## src/rtl/compat_filter_40mhz.sv

```systemverilog
// Upstream stage of the 40 MHz compatibility ToT trigger: 5-tap binomial FIR on three
// 120 MHz PMT streams, decimated by three, with a resynchronisable ENABLE40 phase.
module compat_filter_40mhz #(
    parameter int ADC_WIDTH = 12
) (
    input  logic                 CLK120,
    input  logic                 RESET,
    input  logic [ADC_WIDTH-1:0] ADC0,
    input  logic [ADC_WIDTH-1:0] ADC1,
    input  logic [ADC_WIDTH-1:0] ADC2,
    input  logic                 PHASE_SYNC,
    input  logic                 BYPASS,
    output logic [1:0]           ENABLE40,
    output logic [ADC_WIDTH-1:0] FILT0,
    output logic [ADC_WIDTH-1:0] FILT1,
    output logic [ADC_WIDTH-1:0] FILT2
);

    localparam int SUM_WIDTH = ADC_WIDTH + 4;

    logic [ADC_WIDTH-1:0] adc_in [3];
    logic [ADC_WIDTH-1:0] taps   [3][5];
    logic [SUM_WIDTH-1:0] sum    [3];
    logic [ADC_WIDTH-1:0] y_next [3];
    logic [ADC_WIDTH-1:0] y      [3];
    logic [ADC_WIDTH-1:0] filt   [3];
    logic [1:0]           phase;
    logic                 load;

    assign adc_in[0] = ADC0;
    assign adc_in[1] = ADC1;
    assign adc_in[2] = ADC2;

    // Sync and the natural wrap both return the phase to 0; a coincident sync is the same single load.
    assign load = PHASE_SYNC || (phase == 2'd2);

    // Weights 1,4,6,4,1 sum to 16, so the rounded result always fits ADC_WIDTH bits.
    always_comb begin
        for (int c = 0; c < 3; c++) begin
            sum[c] = SUM_WIDTH'(taps[c][0])
                   + (SUM_WIDTH'(taps[c][1]) << 2)
                   + (SUM_WIDTH'(taps[c][2]) << 2)
                   + (SUM_WIDTH'(taps[c][2]) << 1)
                   + (SUM_WIDTH'(taps[c][3]) << 2)
                   + SUM_WIDTH'(taps[c][4]);
            y_next[c] = BYPASS ? taps[c][2]
                               : ADC_WIDTH'((sum[c] + SUM_WIDTH'(8)) >> 4);
        end
    end

    always_ff @(posedge CLK120) begin
        if (RESET) begin
            phase <= 2'd0;
            for (int c = 0; c < 3; c++) begin
                y[c]    <= '0;
                filt[c] <= '0;
                for (int k = 0; k < 5; k++) begin
                    taps[c][k] <= '0;
                end
            end
        end else begin
            phase <= load ? 2'd0 : phase + 2'd1;
            for (int c = 0; c < 3; c++) begin
                taps[c][0] <= adc_in[c];
                for (int k = 1; k < 5; k++) begin
                    taps[c][k] <= taps[c][k-1];
                end
                y[c] <= y_next[c];
                if (load) begin
                    filt[c] <= y[c];
                end
            end
        end
    end

    assign ENABLE40 = phase;
    assign FILT0    = filt[0];
    assign FILT1    = filt[1];
    assign FILT2    = filt[2];

endmodule

```

## config.mk

```make
export PLATFORM = sky130hd
export DESIGN_NAME = compat_filter_40mhz
export DESIGN_NICKNAME = d
export VERILOG_FILES = /design/src/rtl/compat_filter_40mhz.sv
export SDC_FILE = /design/constraint.sdc
export NUM_CORES = 1
export LEC_CHECK = 0
export ABC_AREA = 1
export CAP_MARGIN = 20
export CORE_MARGIN = 4
export CORE_UTILIZATION = 60
export DETAILED_ROUTE_END_ITERATION = 8
export MAX_ROUTING_LAYER = met4
export PLACE_DENSITY = 0.81
export SLEW_MARGIN = 10
export SYNTH_ARGS = -nofsm -noshare
export SYNTH_HDL_FRONTEND = slang
export SYNTH_SLANG_ARGS = --single-unit
export TNS_END_PERCENT = 100
```

## constraint.sdc

```tcl
create_clock -name CLK120 -period 4.13 [get_ports CLK120]
set_input_delay 0.6195 -clock CLK120 [delete_from_list [all_inputs] [get_ports CLK120]]
set_output_delay 0.6195 -clock CLK120 [all_outputs]
set_load 0.01 [all_outputs]
```

==> results of run 1 <==
-- metrics by stage --
stage          hold slack (ns)  cells  setup WS [ns]  util, %  instance area, um^2
2_1_floorplan            0.403   1577          0.482        -                13600
4_1_cts                  0.430   1952          0.232     70.5                15600
3_3_place_gp             0.415   1903          0.341     66.1                14600
3_5_place_dp             0.417   1903          0.252     66.1                14600
5_1_grt                  0.436   1954         0.0157     70.7                15600
6_report                 0.429   1954          0.256     70.7                15600
-- flip-flops by register name, indices dropped and copies added (netlist names) --
| name | flops |
|---|---|
| taps | 180 |
| filt | 36 |
| y | 36 |
| ENABLE40 | 2 |
-- critical path, delay by kind of cell, from the launching register on --
family | cells | cell delay (ns)
AO/OA/AOI/OAI | 2 | 0.29
buffers and inverters | 5 | 0.32
adder cells (fa/ha/maj) | 6 | 2.44
AND/OR/NAND/NOR | 5 | 0.40
flip-flops | 1 | 0.36
-- cell type report --
type                    instances  area (um^2)  share of cell area, %
clock inverters                14          171                   1.10
flip-flops and latches        254         5450                   34.9
inverters                     519         1950                   12.5
repair buffers                 81          855                   5.47
clock buffers                  35          787                   5.04
well taps                     280          350                   2.24
multi-input cells             771         6070                   38.8
-- path summary, 6_finish.rpt --
path | startpoint | end | slack, ns | cells after the start
setup reg to reg | taps[0][85] | y[0][20] | 0.26 | 18
hold / removal | taps[0][108] | taps[0][96] | 0.43 | 2
hold reg to reg | taps[0][108] | taps[0][96] | 0.43 | 2
setup / recovery | taps[0][85] | y[0][20] | 0.26 | 18
-- cell families after synthesis --
logic type / synth area share [%]
buffers and inverters: 15.5
AND/OR/NAND/NOR: 13.8
flip-flops: 40.0
AO/OA/AOI/OAI: 2.97
adder cells (fa/ha/maj): 26.8
XOR/XNOR: 0.901
-- placed cells by master, fill, tap and decap left out, types with 2 or more instances in the layout --
cell / instances
clkbuf_8: 6
nand3_2: 6
xnor2_1: 8
clkinv_2: 4
dfxtp_1: 217
bufinv_16: 4
clkinv_1: 5
clkbuf_16: 28
nand4_1: 9
inv_1: 518
o21ai_0: 17
a21oi_1: 52
xor2_1: 6
nand3_1: 43
clkdlybuf4s50_1: 76
a21o_1: 6
buf_16: 2
nand2_1: 160
edfxtp_1: 36
fa_1: 135
ha_1: 76
nor2_1: 249
-- report_power, final --
part | internal [mW] | switching [mW] | total (mW)
Combinational | 0.385 | 0.550 | 0.934
Clock | 1.58 | 0.981 | 2.56
Sequential | 2.62 | 0.0479 | 2.67
Total | 4.59 | 1.58 | 6.16
-- layer usage --
layer,up-vias,global-route usage (%),wire length [um]
li1,4626,-,-
met1,4331,27.8,11200
met2,150,37.6,12700
met3,43,2.96,831
met4,0,5.04,559
met5,-,-,0
-- what timing repair did --
item                                   in CTS  in global routing
endpoints found under the hold margin       0                  0
setup endpoints to repair                   0                  1
gates resized for setup                     0                  1
==> metrics.yaml, run 1 <==
floorplan:
  coreArea_um2: 22100
  die_x_um: 159
  die_y_um: 159
  rows: 54
  ios: 78
  start_util_pct: 61.6
  die_area_um2: 25200
synth:
  synth_top_area_share_pct: 32.1
  syn_area_per_cell_um2: 8.63
  synthTopCellsByCount: "518 x inv_1, 249 x nor2_1, 218 x dfxtp_1"
  async_flop_share_pct: 0
  yosysMostFrequentCell: "inv_1"
  yosysWarnings: 0
  synth_edf_count: 36
  synth_area_leaders: "dfxtp_1 32%, fa_1 20%, inv_1 14%"
  netlist_area_um2: 13600
  syn-instance-count: 1577
  yosys.area.top_type: "dfxtp_1"
  ys_types: 23
  synthesis.nets: 1828
  ys_seq_area_share_pct: 40.0
  ys.flop_type: "dfxtp_1"
  yosys_register_bits: 254
global_route:
  grt_antenna_before_repair: 0
  grt.overflow.total: 0
  first_global_vias: 9724
  grt_max_degree: 211
  grt_pass1_wl_um: 43700
  grt_use_total_pct: 21.9
timing:
  hold_viol: 0
  setup_viol: 0
  slew-limit-headroom_pct: 31.5
  slew_violations: 0
  fmax_mhz: 258
  clock_skew_ns: 0.0216
  fin_crit_ns: 3.87
  fin_tns_setup_ns: 0
  rsz0062_at_grt: "no"
  tightest_slew_ns: 1.03
  fin_crit_sh_pct: 93.8
clocking:
  cts_sinks: 254
  path_clk_slew_ns: 0.07
  cts_made_buffers: 27
  cts_buffer_depth: 3
  cts_tree: "built"
  post_cts_buffers: 0
  htree_levels: 1
  cts-root-buf: "clkbuf_16"
  ctsHoldBuffers: 0
  clk_latency_ns: 0.54
job:
  maxCapViolCount: 0
route:
  routed_wirelength_um: 25300
  wl_per_cell_um: 13.0
  firstDrtPassIters: 6
  vias: 9150
  drc_errors: 0
  ant_nets: 0
  vias_per_cell: 4.68
  drtIter0Drc: 367
critical_path:
  crit_top_cell: "inv_1"
  worstPathRequired_ns: 4.57
  path_cells: "fa_1, fa_1, inv_1, fa_1, inv_1, ha_1, a21o_1, ha_1, inv_1, fa_1, inv_1, nand3_1, nand3_2, nand2_1, nand3_1, nand2_1, o21ai_0, inv_1"
  cpPeakStageDelay_ns: 0.54
  arrival_ns: 4.31
  slowest_stage: "fa_1"
  cp-start-kind: "flip-flop"
  end_kind: "flip-flop"
  worst-path-max-fanout: 4
  crit_type: "flip-flop to flip-flop"
pwr:
  ir_drop_mv: 0.378
  power_leakage_nw: 8.03
  powerDensity_nw_per_um2: 394
  power_mw: 6.16
cells_and_area:
  fin_nets: 1905
  syn_to_final_growth_pct: 14.8
  n_fill_cell: 1630
  n_antenna_cell: 0
  drive_gt1_share_pct: 3.46
place:
  hpwl_um: 17700
  place_congestion: 0.868
  io_buffers: 77
min_path:
  hp-class: "flip-flop to flip-flop"
status:
  outcome: "complete, no violations"
Power figures use the tool's default switching activity.
==> run 2: changes to the inputs <==
Settings changed: CORE_ASPECT_RATIO set to 1.1, REMOVE_ABC_BUFFERS set to 1.
==> run 2 against run 1 <==
Net effect: fmax shrank 2.0%; combinational power shrank 1%; highest routed layer unchanged; global-route usage fell by 0.11 points; routed wire length barely moved; cell area shrank 0.73%; sequential share of layout area up 0.25 points; sequential power about the same; critical path depth stayed put; clock skew fell by 0.012 ns; flip-flop and latch count did not move; hold slack improved by 0.0046 ns.
==> metrics.yaml, run 2 (synthesized netlist as in run 1, its figures left out) <==
cells_and_area:
  layout_commonest_cell: "inv_1"
  fin_nets: 1906  # +0.052%
  mostFrequentLayoutCells: "518 x inv_1, 249 x nor2_1, 218 x dfxtp_1"
  stdcell_count: 1969  # +0.77%
  n_fill_cell: 1633  # +0.18%
  n_antenna_cell: 0  # unchanged
  syn_to_final_growth_pct: 14.0
  largest_register_ffs: 180  # unchanged
  drive_gt1_share_pct: 3.29  # -0.18 points
  fin_area_um2: 15500  # -0.73%
  largest-register: "taps"
  fin_util_pct: 69.9  # -0.79 points
  top_regs: "taps: 180 flops, filt: 36 flops, y: 36 flops"
timing:
  fin_tns_setup_ns: 0  # unchanged
  slew_violations: 0  # unchanged
  fin_crit_sh_pct: 95.7  # +1.9 points
  setup_viol: 0  # unchanged
  tightest_slew_ns: 1.03  # +0.00397 ns
  hold_viol: 0  # unchanged
  layout_setup_ws_ns: 0.178  # -0.0780 ns
  rsz0062_at_grt: "no"
  fin_crit_ns: 3.95  # +0.0780 ns
  whs_ns: 0.433  # +0.00460 ns
  slew-limit-headroom_pct: 31.2  # -0.26 points
  fmax_mhz: 253  # -2.0%
  clock_skew_ns: 0.00925  # -0.0124 ns
route:
  ant_nets: 0  # unchanged
  drtIter0Drc: 431  # +17%
  vias_per_cell: 4.70  # +0.38%
  routed_wirelength_um: 25300  # about the same
  wl_per_cell_um: 12.9  # -0.77%
  drc_errors: 0  # unchanged
  vias: 9255  # +1.1%
  firstDrtPassIters: 7  # +1
place:
  io_buffers: 77  # unchanged
  hpwl_um: 18300  # +3.0%
  dp_slack_ns: 0.249  # -0.00272 ns
  place_congestion: 0.923  # +6.3%
  dpl_cell_area_um2: 14600  # about the same
  dp.cells: 1919  # +0.84%
critical_path:
  end_kind: "flip-flop"
  worst-path-max-fanout: 4  # unchanged
  slowest_stage: "fa_1"
  path_cells: "fa_1, fa_1, inv_1, fa_1, inv_1, ha_1, a21o_1, ha_1, inv_1, fa_1, inv_1, nand3_1, nand3_2, nand2_1, nand3_1, nand2_1, o21ai_0, inv_1"
  arrival_ns: 4.37  # +0.06 ns
  cpPeakStageDelay_ns: 0.55  # about the same
  path_delay_family: "adder cells"
  worstPathRequired_ns: 4.55  # -0.02 ns
  cp-start-kind: "flip-flop"
  cp_num_buf_inv: 5  # unchanged
  crit_type: "flip-flop to flip-flop"
  crit_top_cell: "inv_1"
floorplan:
  coreArea_um2: 22200  # +0.39%
  die_area_um2: 25200  # about the same
  rows: 57  # +5.6%
  ios: 78  # unchanged
  start_util_pct: 61.4  # -0.24 points
  die_y_um: 166  # +4.6%
  die_x_um: 152  # -4.4%
clocking:
  cts_sinks: 254  # unchanged
  post_cts_buffers: 0  # unchanged
  path_clk_slew_ns: 0.06  # about the same
  cts_resized: 0  # unchanged
  cts_made_buffers: 27  # unchanged
  cts_buffer_depth: 3  # unchanged
  clk_latency_ns: 0.53  # about the same
  cts_tree: "built"
  htree_levels: 1  # unchanged
  cts-root-buf: "clkbuf_16"
  ctsHoldBuffers: 0  # unchanged
global_route:
  grt_pass1_wl_um: 43700  # about the same
  grt.overflow.total: 0  # unchanged
  grt_use_total_pct: 21.8  # -0.11 points
  grt_max_degree: 102  # -52%
  first_global_vias: 9720  # -0.041%
  grt_antenna_before_repair: 0  # unchanged
pwr:
  powerDensity_nw_per_um2: 377  # -4.6%
  pwr-share-comb_pct: 15.8  # +0.6 points
  power_leakage_nw: 7.96  # -0.83%
  power_mw: 5.84  # -5.2%
  switching_share_pct: 26.6  # +0.95 points
  ir_drop_mv: 0.367  # -2.9%
  p_clk_share_pct: 38.6  # -3.0 points
  intPower_mw: 4.29  # -6.5%
  switchingPower_mw: 1.55  # -1.7%
  power_frac_seq_pct: 45.6  # +2.4 points
min_path:
  hp-class: "flip-flop to flip-flop"
status:
  outcome: "complete, no violations"
job:
  maxCapViolCount: 0  # unchanged
run 2: final timing paths:
kind	from	endpoint	slack, ns	depth (start not counted)
worst min-delay path	taps[0][48]	taps[0][36]	0.43	2
worst max-delay path	taps[0][85]	y[0][20]	0.18	18
worst min register to register	taps[0][48]	taps[0][36]	0.43	2
worst max register to register	taps[0][85]	y[0][20]	0.18	18
run 2: power by group through the flow:
| stage | clock network, mW | registers, mW | logic, mW |
|---|---|---|---|
| 3_3_place_gp | 0 | 2.72 | 0.878 |
| 2_1_floorplan | 0 | 2.72 | 0.602 |
| 6_report | 2.25 | 2.66 | 0.923 |
| 3_5_place_dp | 0 | 2.72 | 0.911 |
| 4_1_cts | 2.30 | 2.66 | 0.926 |
| 5_1_grt | 2.42 | 2.67 | 1.07 |
run 2: area by class of cell:
cell class              instances  area (um^2)  area share [%]
well taps                     295          369            2.38
clock buffers                  38          767            4.94
multi-input cells             771         6070            39.1
flip-flops and latches        254         5450            35.1
repair buffers                 82          850            5.48
inverters                     519         1950            12.6
clock inverters                10         65.1           0.419
run 2: layer usage:
metal,vias up,global-route usage [%],part of all wire (%)
met5,-,-,0
met2,208,37.9,51
met4,0,6.76,3.2
met1,4348,26.1,41
li1,4630,-,-
met3,69,2.95,4.9
run 2: worst min-delay path: stages, from the launching register on:
cell and delay (ns):
dfxtp_1 0.31, inv_1 0.05, nor2_1 0.03
